--- src/rtl/framed_deserializer_pkg.sv ---
// rtl/framed_deserializer_pkg.sv - shared state encoding and width helper for the frame receiver
package framed_deserializer_pkg;

    typedef enum logic [1:0] {
        IDLE  = 2'd0,
        HUNT  = 2'd1,
        SHIFT = 2'd2
    } state_t;

    // Ceiling log2 with a floor of 1, so a value of 1 still gets a one-bit field
    function automatic int clog2(input int value);
        int result;
        int remaining;
        result = 0;
        remaining = value - 1;
        while (remaining > 0) begin
            result++;
            remaining = remaining >> 1;
        end
        return (result < 1) ? 1 : result;
    endfunction

endpackage

--- src/rtl/framed_deserializer_if.sv ---
// rtl/framed_deserializer_if.sv - completed-word valid/ready bus between receiver and consumer
interface framed_deserializer_if #(
    parameter int WORD_SIZE        = 8,
    parameter int WORD_COUNT_WIDTH = 5
);
    logic [WORD_SIZE-1:0]        word_data;
    logic                        word_valid;
    logic                        word_ready;
    logic [WORD_COUNT_WIDTH-1:0] word_index;
    logic                        word_last;

    modport master (
        output word_data,
        output word_valid,
        output word_index,
        output word_last,
        input  word_ready
    );

    modport slave (
        input  word_data,
        input  word_valid,
        input  word_index,
        input  word_last,
        output word_ready
    );
endinterface

--- src/rtl/framed_deserializer_word_shift_register.sv ---
// rtl/framed_deserializer_word_shift_register.sv - serial bit collector with selectable bit order
module word_shift_register
    import framed_deserializer_pkg::*;
#(
    parameter int WORD_SIZE = 8,
    parameter bit MSB_FIRST = 1'b0
) (
    input  logic                 clock,
    input  logic                 reset_n,
    input  logic                 shift_en,
    input  logic                 clear,
    input  logic                 bit_in,
    output logic [WORD_SIZE-1:0] word,
    output logic                 word_complete
);
    localparam int CW = clog2(WORD_SIZE);
    localparam logic [CW-1:0] LAST_BIT = CW'(WORD_SIZE - 1);
    localparam logic [CW-1:0] ONE      = CW'(1);

    logic [WORD_SIZE-1:0] shreg;
    logic [WORD_SIZE-1:0] next_word;
    logic [CW-1:0]        bit_count;

    // The completed word includes the bit being sampled this cycle
    assign next_word     = MSB_FIRST ? {shreg[WORD_SIZE-2:0], bit_in}
                                     : {bit_in, shreg[WORD_SIZE-1:1]};
    assign word          = next_word;
    assign word_complete = shift_en && (bit_count == LAST_BIT);

    always_ff @(posedge clock or negedge reset_n) begin
        if (!reset_n) begin
            shreg     <= '0;
            bit_count <= '0;
        end else if (clear) begin
            shreg     <= '0;
            bit_count <= '0;
        end else if (shift_en) begin
            shreg     <= next_word;
            bit_count <= word_complete ? '0 : bit_count + ONE;
        end
    end
endmodule

--- src/rtl/framed_deserializer.sv ---
// rtl/framed_deserializer.sv - serial-to-parallel multi-word frame receiver with one-entry output register
module framed_deserializer
    import framed_deserializer_pkg::*;
#(
    parameter int   WORD_SIZE        = 8,
    parameter int   MAX_WORDS        = 16,
    parameter int   WORD_COUNT_WIDTH = clog2(MAX_WORDS + 1),
    parameter logic START_BIT        = 1'b0,
    parameter bit   MSB_FIRST        = 1'b0,
    parameter bit   START_PER_WORD   = 1'b0
) (
    input  logic                        clock,
    input  logic                        reset_n,
    input  logic                        start,
    input  logic [WORD_COUNT_WIDTH-1:0] frame_words,
    input  logic                        abort,
    input  logic                        data_in,
    framed_deserializer_if.master       word_bus,
    output logic                        frame_done,
    output logic                        overrun,
    output logic                        busy
);
    localparam logic [WORD_COUNT_WIDTH-1:0] MAX_LEN = WORD_COUNT_WIDTH'(MAX_WORDS);
    localparam logic [WORD_COUNT_WIDTH-1:0] ONE     = WORD_COUNT_WIDTH'(1);

    state_t                      state, state_next;
    logic [WORD_COUNT_WIDTH-1:0] frame_len, word_count;
    logic                        start_ok, last_word;
    logic                        shift_en, shift_clear, word_complete;
    logic [WORD_SIZE-1:0]        shift_word;
    logic [WORD_SIZE-1:0]        data_q;
    logic [WORD_COUNT_WIDTH-1:0] index_q;
    logic                        valid_q, last_q;

    assign start_ok  = start && (frame_words != '0) && (frame_words <= MAX_LEN);
    assign last_word = (word_count == frame_len - ONE);

    word_shift_register #(
        .WORD_SIZE (WORD_SIZE),
        .MSB_FIRST (MSB_FIRST)
    ) u_shift (
        .clock         (clock),
        .reset_n       (reset_n),
        .shift_en      (shift_en),
        .clear         (shift_clear),
        .bit_in        (data_in),
        .word          (shift_word),
        .word_complete (word_complete)
    );

    always_ff @(posedge clock or negedge reset_n) begin
        if (!reset_n) state <= IDLE;
        else          state <= state_next;
    end

    always_comb begin
        state_next = state;
        case (state)
            IDLE:  if (start_ok) state_next = HUNT;
            HUNT: begin
                if (abort)                     state_next = IDLE;
                else if (data_in == START_BIT) state_next = SHIFT;
            end
            SHIFT: begin
                if (abort)              state_next = IDLE;
                else if (word_complete) begin
                    if (last_word)           state_next = IDLE;
                    else if (START_PER_WORD) state_next = HUNT;
                end
            end
            default: state_next = IDLE;
        endcase
    end

    // Abort masks the shift enable, so a word finishing in the abort cycle is never offered
    always_comb begin
        busy        = (state != IDLE);
        shift_en    = (state == SHIFT) && !abort;
        shift_clear = (state != SHIFT);
    end

    always_ff @(posedge clock or negedge reset_n) begin
        if (!reset_n) begin
            frame_len  <= '0;
            word_count <= '0;
            data_q     <= '0;
            index_q    <= '0;
            last_q     <= 1'b0;
            valid_q    <= 1'b0;
            frame_done <= 1'b0;
            overrun    <= 1'b0;
        end else begin
            frame_done <= 1'b0;
            if (state == IDLE && start_ok) begin
                frame_len  <= frame_words;
                word_count <= '0;
                overrun    <= 1'b0;
            end
            if (word_complete) begin
                word_count <= word_count + ONE;
                frame_done <= last_word;
                if (!valid_q || word_bus.word_ready) begin
                    data_q  <= shift_word;
                    index_q <= word_count;
                    last_q  <= last_word;
                    valid_q <= 1'b1;
                end else begin
                    overrun <= 1'b1;
                end
            end else if (valid_q && word_bus.word_ready) begin
                valid_q <= 1'b0;
            end
        end
    end

    assign word_bus.word_data  = data_q;
    assign word_bus.word_valid = valid_q;
    assign word_bus.word_index = index_q;
    assign word_bus.word_last  = last_q;
endmodule
--- src/flat_wrapper.sv ---
// flat-port wrapper written by rule: the top's interface ports become plain ports
module framed_deserializer_flat import framed_deserializer_pkg::*;
#(
    parameter int   WORD_SIZE        = 8,
    parameter int   MAX_WORDS        = 16,
    parameter int   WORD_COUNT_WIDTH = clog2(MAX_WORDS + 1),
    parameter logic START_BIT        = 1'b0,
    parameter bit   MSB_FIRST        = 1'b0,
    parameter bit   START_PER_WORD   = 1'b0
)
  (clock, reset_n, start, frame_words, abort, data_in, frame_done, overrun, busy, word_bus_word_data, word_bus_word_valid, word_bus_word_index, word_bus_word_last, word_bus_word_ready);
  framed_deserializer_if #(.WORD_SIZE(WORD_SIZE), .WORD_COUNT_WIDTH(WORD_COUNT_WIDTH)) word_bus_i ();
  input  logic clock;
  input  logic reset_n;
  input  logic start;
  input  logic [WORD_COUNT_WIDTH-1:0] frame_words;
  input  logic abort;
  input  logic data_in;
  output logic frame_done;
  output logic overrun;
  output logic busy;
  output wire logic [$bits(word_bus_i.word_data)-1:0] word_bus_word_data;
  output wire logic [$bits(word_bus_i.word_valid)-1:0] word_bus_word_valid;
  output wire logic [$bits(word_bus_i.word_index)-1:0] word_bus_word_index;
  output wire logic [$bits(word_bus_i.word_last)-1:0] word_bus_word_last;
  input wire logic [$bits(word_bus_i.word_ready)-1:0] word_bus_word_ready;
  assign word_bus_word_data = word_bus_i.word_data;
  assign word_bus_word_valid = word_bus_i.word_valid;
  assign word_bus_word_index = word_bus_i.word_index;
  assign word_bus_word_last = word_bus_i.word_last;
  assign word_bus_i.word_ready = word_bus_word_ready;
  framed_deserializer #(.WORD_SIZE(WORD_SIZE), .MAX_WORDS(MAX_WORDS), .WORD_COUNT_WIDTH(WORD_COUNT_WIDTH), .START_BIT(START_BIT), .MSB_FIRST(MSB_FIRST), .START_PER_WORD(START_PER_WORD)) u_core (.clock(clock), .reset_n(reset_n), .start(start), .frame_words(frame_words), .abort(abort), .data_in(data_in), .word_bus(word_bus_i), .frame_done(frame_done), .overrun(overrun), .busy(busy));
endmodule
--- config.mk ---
export PLATFORM = sky130hd
export DESIGN_NAME = framed_deserializer_flat
export DESIGN_NICKNAME = d
export VERILOG_FILES = /design/src/rtl/framed_deserializer_pkg.sv /design/src/rtl/framed_deserializer_if.sv /design/src/rtl/framed_deserializer_word_shift_register.sv /design/src/rtl/framed_deserializer.sv /design/src/flat_wrapper.sv
export SDC_FILE = /design/constraint.sdc
export NUM_CORES = 1
export LEC_CHECK = 0
export CORE_MARGIN = 2
export CORE_UTILIZATION = 52
export CTS_CLUSTER_DIAMETER = 120
export DETAILED_ROUTE_END_ITERATION = 8
export GPL_TIMING_DRIVEN = 0
export PLACE_DENSITY = 0.78
export SYNTH_ARGS = -nofsm -noshare
export SYNTH_HDL_FRONTEND = slang
export SYNTH_SLANG_ARGS = --single-unit
--- constraint.sdc ---
create_clock -name clock -period 2.4 [get_ports clock]
set_input_delay 0.24 -clock clock [delete_from_list [all_inputs] [get_ports clock]]
set_output_delay 0.24 -clock clock [all_outputs]
set_load 0.02 [all_outputs]
# Word level (Yosys, flattened, before mapping)
# Cells that the tools add are included.
[word_totals] register_bits=40 input_bits=11 out_inout_bits=18 wordCells=64
[op_classes] add_sub_neg=3 order_cmp=1 n_eq_ne=10 mux=21 n_reduce_logical=18
[op_table] op="$mux W8" n=2
[op_table] op="$mux W2" n=6
[op_table] op="$mux W5" n=2
[op_table] op="$mux W3" n=3
[op_table] op="$reduce_bool A2 Y1" n=4
[op_table] op="$mux W1" n=7
[op_table] op="$logic_and A1 B1 Y1" n=6
[op_table] op="$ne A3 B3 Y1 const B" n=2
[op_table] op="$pmux W2 S3" n=1
[op_table] op="$add A5 B1 Y5 const B" n=1
[op_table] op="$eq A5 B5 Y1" n=1
[op_table] op="$le A5 B5 Y1 const B" n=1
[op_table] op="$reduce_bool A5 Y1" n=1
[op_table] op="$sub A5 B1 Y5 const B" n=1
[op_table] op="$ne A2 B1 Y1 const B" n=2
[op_table] op="$reduce_and A2 Y1" n=2
[op_table] op="$reduce_and A4 Y1" n=1
[op_table] op="$add A3 B1 Y3 const B" n=1
[op_table] op="$eq A3 B3 Y1 const B" n=1
[op_table] op="$ne A3 B2 Y1 const B" n=1
[op_table] op="$eq A2 B1 Y1 const B" n=1
[op_table] op="$eq A2 B2 Y1 const B" n=1
[op_table] op="$logic_not A1 Y1" n=2
[op_table] op="$logic_not A2 Y1" n=1
[op_table] op="other kinds (2)" n=2

# Depth between registers and ports, before layout
[depth] depth_word=7 depth_mapped=7 depth_no_buf=6

# Modules after synthesis
# A second synthesis with hierarchy kept.
[unflattened] hier_cells=142 hier_area_um2=1800.5
[modules_own_cells] module="framed_deserializer" n_inst=1 cells_each=105 area_each_um2=1342.5 seq_area_each_um2=725.7
[modules_own_cells] module="word_shift_register" n_inst=1 cells_each=37 area_each_um2=457.9 seq_area_each_um2=250.2

# Worst setup path before layout
# OpenSTA, ideal clock, no wires.
[synth_path] path_kind="register -> register" startpoint="reg u_core.u_shift.bit_count[0]" endpoint="reg u_core.data_q[3], in the netlist u_core.word_bus.word_data[3]" setup_ps=125 arrival_time_ps=1587 required_ps=2275 slack_ps=688 path_stages_with_launch=7 n_path_buf=1 synth_period_minus_slack_ps=1712 cell_sequence="dfrtp_1 ha_1 ha_1 and4bb_4 nand2_4 buf_6 mux2_2"
[synth_between] elab_chain_len=3
[synth_lines] item="start: declaration" line="framed_deserializer_word_shift_register.sv:22" rtl="logic [CW-1:0] bit_count;"
[synth_lines] item="start signal: assignment" line="framed_deserializer_word_shift_register.sv:39" rtl="bit_count <= word_complete ? '0 : bit_count + ONE;"
[synth_lines] item="$eq A3 B3 Y1" line="framed_deserializer_word_shift_register.sv:28" rtl="assign word_complete = shift_en && (bit_count == LAST_BIT);"
[synth_lines] item="$logic_and A1 B1 Y1" line="framed_deserializer_word_shift_register.sv:28"
[synth_lines] item="$reduce_and A2 Y1 (no source line)"
[synth_lines] item="end signal: assignment" line="framed_deserializer.sv:103" rtl="data_q <= shift_word;"
[synth_lines] item="end: declaration" line="framed_deserializer.sv:31" rtl="logic [WORD_SIZE-1:0] data_q;"
# No other way between the ends.
# A chain may end at the register's enable or synchronous reset.

# Worst setup path in the final report
# Ends and elaborated chain as after synthesis.

==> results.txt <==
- IR analysis of the VDD net gives a maximum drop of 0.354 mV.
- End of the worst register-to-register path: u_core.word_bus.word_data[3]
- After synthesis, the largest area contributor takes up between 50% and 60% of total cell area.
- In this run the power density over the cells is 562 nW/µm².
- Yosys mapped a number of flops with a built-in enable equal to 0.
- GR met3 Demand/Resource: about 5.4%
- Clock latency on the worst-skew pair, taken at its later pin, is between 300 and 400 ps.
* Width of the die: ~63 µm
- Traced cell by cell, the critical path runs through ha_1, ha_1, and4bb_4, nand2_4, buf_6, mux2_2.
- Gates resized during post-CTS repair numbered 0.
- DIE HEIGHT: 62.8 µm
- Global routing used about a third of the available met2 tracks.
- Critical Path Slowest Stage Cell: dfrtp_1
- Sink Count: 39
- Largest driver fanout on the critical path: 10
- Combinational cells account for 15.4% of the total power.
* Least-Margin Pin Slew: about 860 ps
* Number of H-tree levels: 2
* Pin count of the biggest net entering global routing: 40
- Synth area leaders: dfrtp_1, mux2_2, mux2i_1
- Mapped cell area: approximately 1800 µm²
- Sum of negative setup slack: 0 ps
- Of the total power, the share spent switching nets is about 28%.
* Final setup skew: between 15 and 20 ps
- Crit path from: u_core.u_shift.bit_count[0]
* Clock network fraction of total power: 26.3%
* Post-synthesis cell count: about 150
- Number of failing hold endpoints at the final stage: 0
- Registers are responsible for 58.3% of the overall power.
* Final Total Pwr: about 1200 µW
- Startpoint class of the critical path: register
- Shortest clock period the worst path allows after layout: about 1900 ps
- During I/O placement, the number of pins put on the boundary was 29.
* Yosys synthesis warning count: 0
- Drt total wl: roughly 3.3 mm
* Global-route total usage across every layer: between 10% and 20%
- Detailed placer's ending HPWL: 2.40 mm
* TritonCTS clock tree: yes
* Maximum single-stage delay on the critical path: 410 ps
- Setup violations remaining at the end of the flow were counted as 0.
* Relative area change from synthesis to final layout: 21.3%
* DRT iter0 DRCs: 48
- CTS placed an instance of clkbuf_4 at the clock tree root.
* Sequential share of the synthesized area: a little over half
* Path length in cells of the critical path: 6
* Crit-path most repeated cell: ha_1
- Once the floorplan was initialized, standard cells occupied approximately 54% of the core.
- CORE AREA: ~3300 µm²
- Residual overflow from global routing: 0
* Synth Flop Type: dfrtp_1
- In this run the most used layer during global routing was met2.
* Ys async rst share: 100%
- The post-route netlist has between 15 and 20% of its cells at a drive strength greater than 1.
* Critical path capture point: u_core.word_bus.word_data[3]
- Ratio of routed vias to standard cells: 5.31
- The congestion estimate from routability-driven global placement came to just under 0.8.
* Worst hold path class: primary input to register
- At the worst endpoint, the arrival time is 2100 ps.
- Number of slew-limit violations in the final report: 0
- For this run, the detailed router's first-pass iteration total came to 4.
- Global routing met1 resource utilization: a little under a quarter
* Crit path capture type: register
- Max_cap viols: 0
* Worst Reg2Reg Path Length in Cells: 6
- The number of antenna diodes in the final layout is 0.
* Number of distinct library cells after synthesis: 35
* # nets final: approximately 200
- The analysis attributes to cell leakage a power of 0.00101 µW.
- Counting both buffers and inverters, the worst setup path holds a total of 1.
* Type of the worst setup path: register to register
- Syn avg cell area: about 12 µm²
* Via count of the first global-routing pass: about 1,200
* Detail Route Antenna Nets: 0
- Across all layers, the routed design uses 1,211 vias.
- Summed over all instances, the cell type with the most area after synthesis is dfrtp_1.
- In this run the critical register-to-register path is launched from u_core.u_shift.bit_count[0].
- CP required: 2640 ps
- Initial antenna violation count: 0
* Outcome: complete, no violations
- No sink is reached through more buffers than the 2 on the longest clock path.
- Die ar.: ~3900 µm²
- Net count of the mapped netlist: 161
- In the final routed layout, each cell accounts on average for 14.5 µm.
* Startpoint of the tightest hold check path: abort
* Unrepaired setup endpoints after global routing: false
- Internal power: 885 µW
- Counting flops and latches in the post-synthesis netlist gives 39.
- After detailed routing, the number of remaining DRC violations is 0.
* Flop2flop setup slack: around 550 ps
- Total CTS buffers: 5
- In the finished design, the share of the clock period the worst path needs comes to 77.2%.
- Based on the critical path, the design can be clocked at up to between 500 and 600 MHz.
* Sw power: roughly 340 µW
* CTS clock-pin slew for the worst setup and hold paths: roughly 100 ps
* Relative slew margins: a little over two fifths
- During placement, the flow inserted port buffers numbering 27.
* Number of placement rows: 21
- The first global-routing pass estimated about 5.7 mm of wire.
* Kind of cell adding the most delay to the critical path: adder cells
==> per-stage QoR <==
step,hold slack (ps),worst slack [ps],instances,utilization (%),area [µm²]
after global placement,461,246,219,63.6,2120
after floorplan,-55.6,688,146,-,1800
final,269,547,228,65.3,2180
after CTS,258,530,228,65.3,2180
after detailed placement,394,300,219,63.5,2120
after global routing,278,475,228,65.3,2180
==> how the worst min path moves through the flow <==
stage / to / slack [ps] / depth (start not counted)
CTS: u_core.u_shift.shreg[1] / 260 / 3
global placement: u_core.word_bus.word_last / 460 / 2
finish: u_core.state[0] / 270 / 3
global route: u_core.state[0] / 280 / 3
detailed placement: u_core.word_bus.word_index[3] / 390 / 1
floorplan: u_core.frame_done / -60 / 0
==> metal layers <==
layer | vias to the layer above | wire [µm] | share of wire [%]
met3 | 8 | 121 | 3.7
met4 | 0 | 69 | 2.1
li1 | 587 | - | -
met2 | 19 | 1690 | 51
met1 | 597 | 1420 | 43
met5 | - | 0 | 0
==> power by group through the flow <==
stage | clock [µW] | combinational [µW] | sequential, µW
3_5_place_dp | 0 | 187 | 728
3_3_place_gp | 0 | 180 | 725
2_1_floorplan | 0 | 130 | 718
4_1_cts | 333 | 190 | 715
5_1_grt | 358 | 210 | 720
6_report | 322 | 188 | 714
==> cells in the final DEF, fill, tap and decap left out, types with 2 or more instances in the layout <==
cell type        count
ha_1                 4
clkbuf_1             3
nand3_1              2
a21oi_1              5
nor3_1               5
dfrtp_1             39
nand3b_1             3
nor2_1              14
inv_1                4
buf_2                4
and3_1               2
a311o_1              3
xor2_1               3
clkdlybuf4s50_1     26
mux2_2              19
mux2i_1              7
nand2_1              6
nand2b_1             2
buf_6                2
clkbuf_4             5
nor3b_1              2
xnor2_1              4
o21ai_0              2
==> worst register-to-register path, stage by stage (launching register included) <==
cell and delay [ps]:
dfrtp_1 410, ha_1 210, ha_1 260, and4bb_4 260
nand2_4 110, buf_6 160, mux2_2 340
==> cells by family (layout without fill, tap and decap cells) <==
family / count (synthesis) / in the layout / share of synthesized area (%)
buffers and inverters: 10 / 46 / 3.14
muxes: 26 / 26 / 15.8
adders and majority gates: 4 / 4 / 2.79
AOI/OAI and AO/OA: 17 / 17 / 6.90
DFF: 39 / 39 / 54.4
and+or+nand+nor: 43 / 43 / 13.6
xor gates and xnor gates: 7 / 7 / 3.41
==> cell type report <==
class	count	area, µm²
Buffer	6	41.3
Clock inverter	1	5.00
Timing Repair Buffer	28	275
Tap cell	46	57.6
Clock buffer	7	45.0
Sequential cell	39	976
Multi-Input combinational cell	97	763
Inverter	4	15.0
Fill cell	291	1160
==> state kept, by name, summed over array words and instances, names as in the netlist, 2 cells and up <==
| name | cells |
|---|---|
| u_core.state | 2 |
| u_core.word_bus.word_index | 5 |
| u_core.word_bus.word_data | 8 |
| u_core.frame_len | 5 |
| u_core.word_count | 5 |
| u_core.u_shift.shreg | 7 |
| u_core.u_shift.bit_count | 3 |
==> cell usage after synthesis (2+ instances only) <==
library cell,instances
nor3_1,5
nand3b_1,3
buf_2,3
inv_1,4
a311o_1,3
nand2b_1,2
mux2i_1,7
nor2_1,14
xnor2_1,4
xor2_1,3
and3_1,2
nor3b_1,2
buf_6,2
a21oi_1,5
mux2_2,19
ha_1,4
dfrtp_1,39
nand2_1,6
o21ai_0,2
nand3_1,2
==> repair_timing <==
action | CTS | global route
endpoints found under the hold margin | 10 | 0
buffers inserted | 0 | 0
hold buffers | 1 | 0
Power figures use the tool's default switching activity.
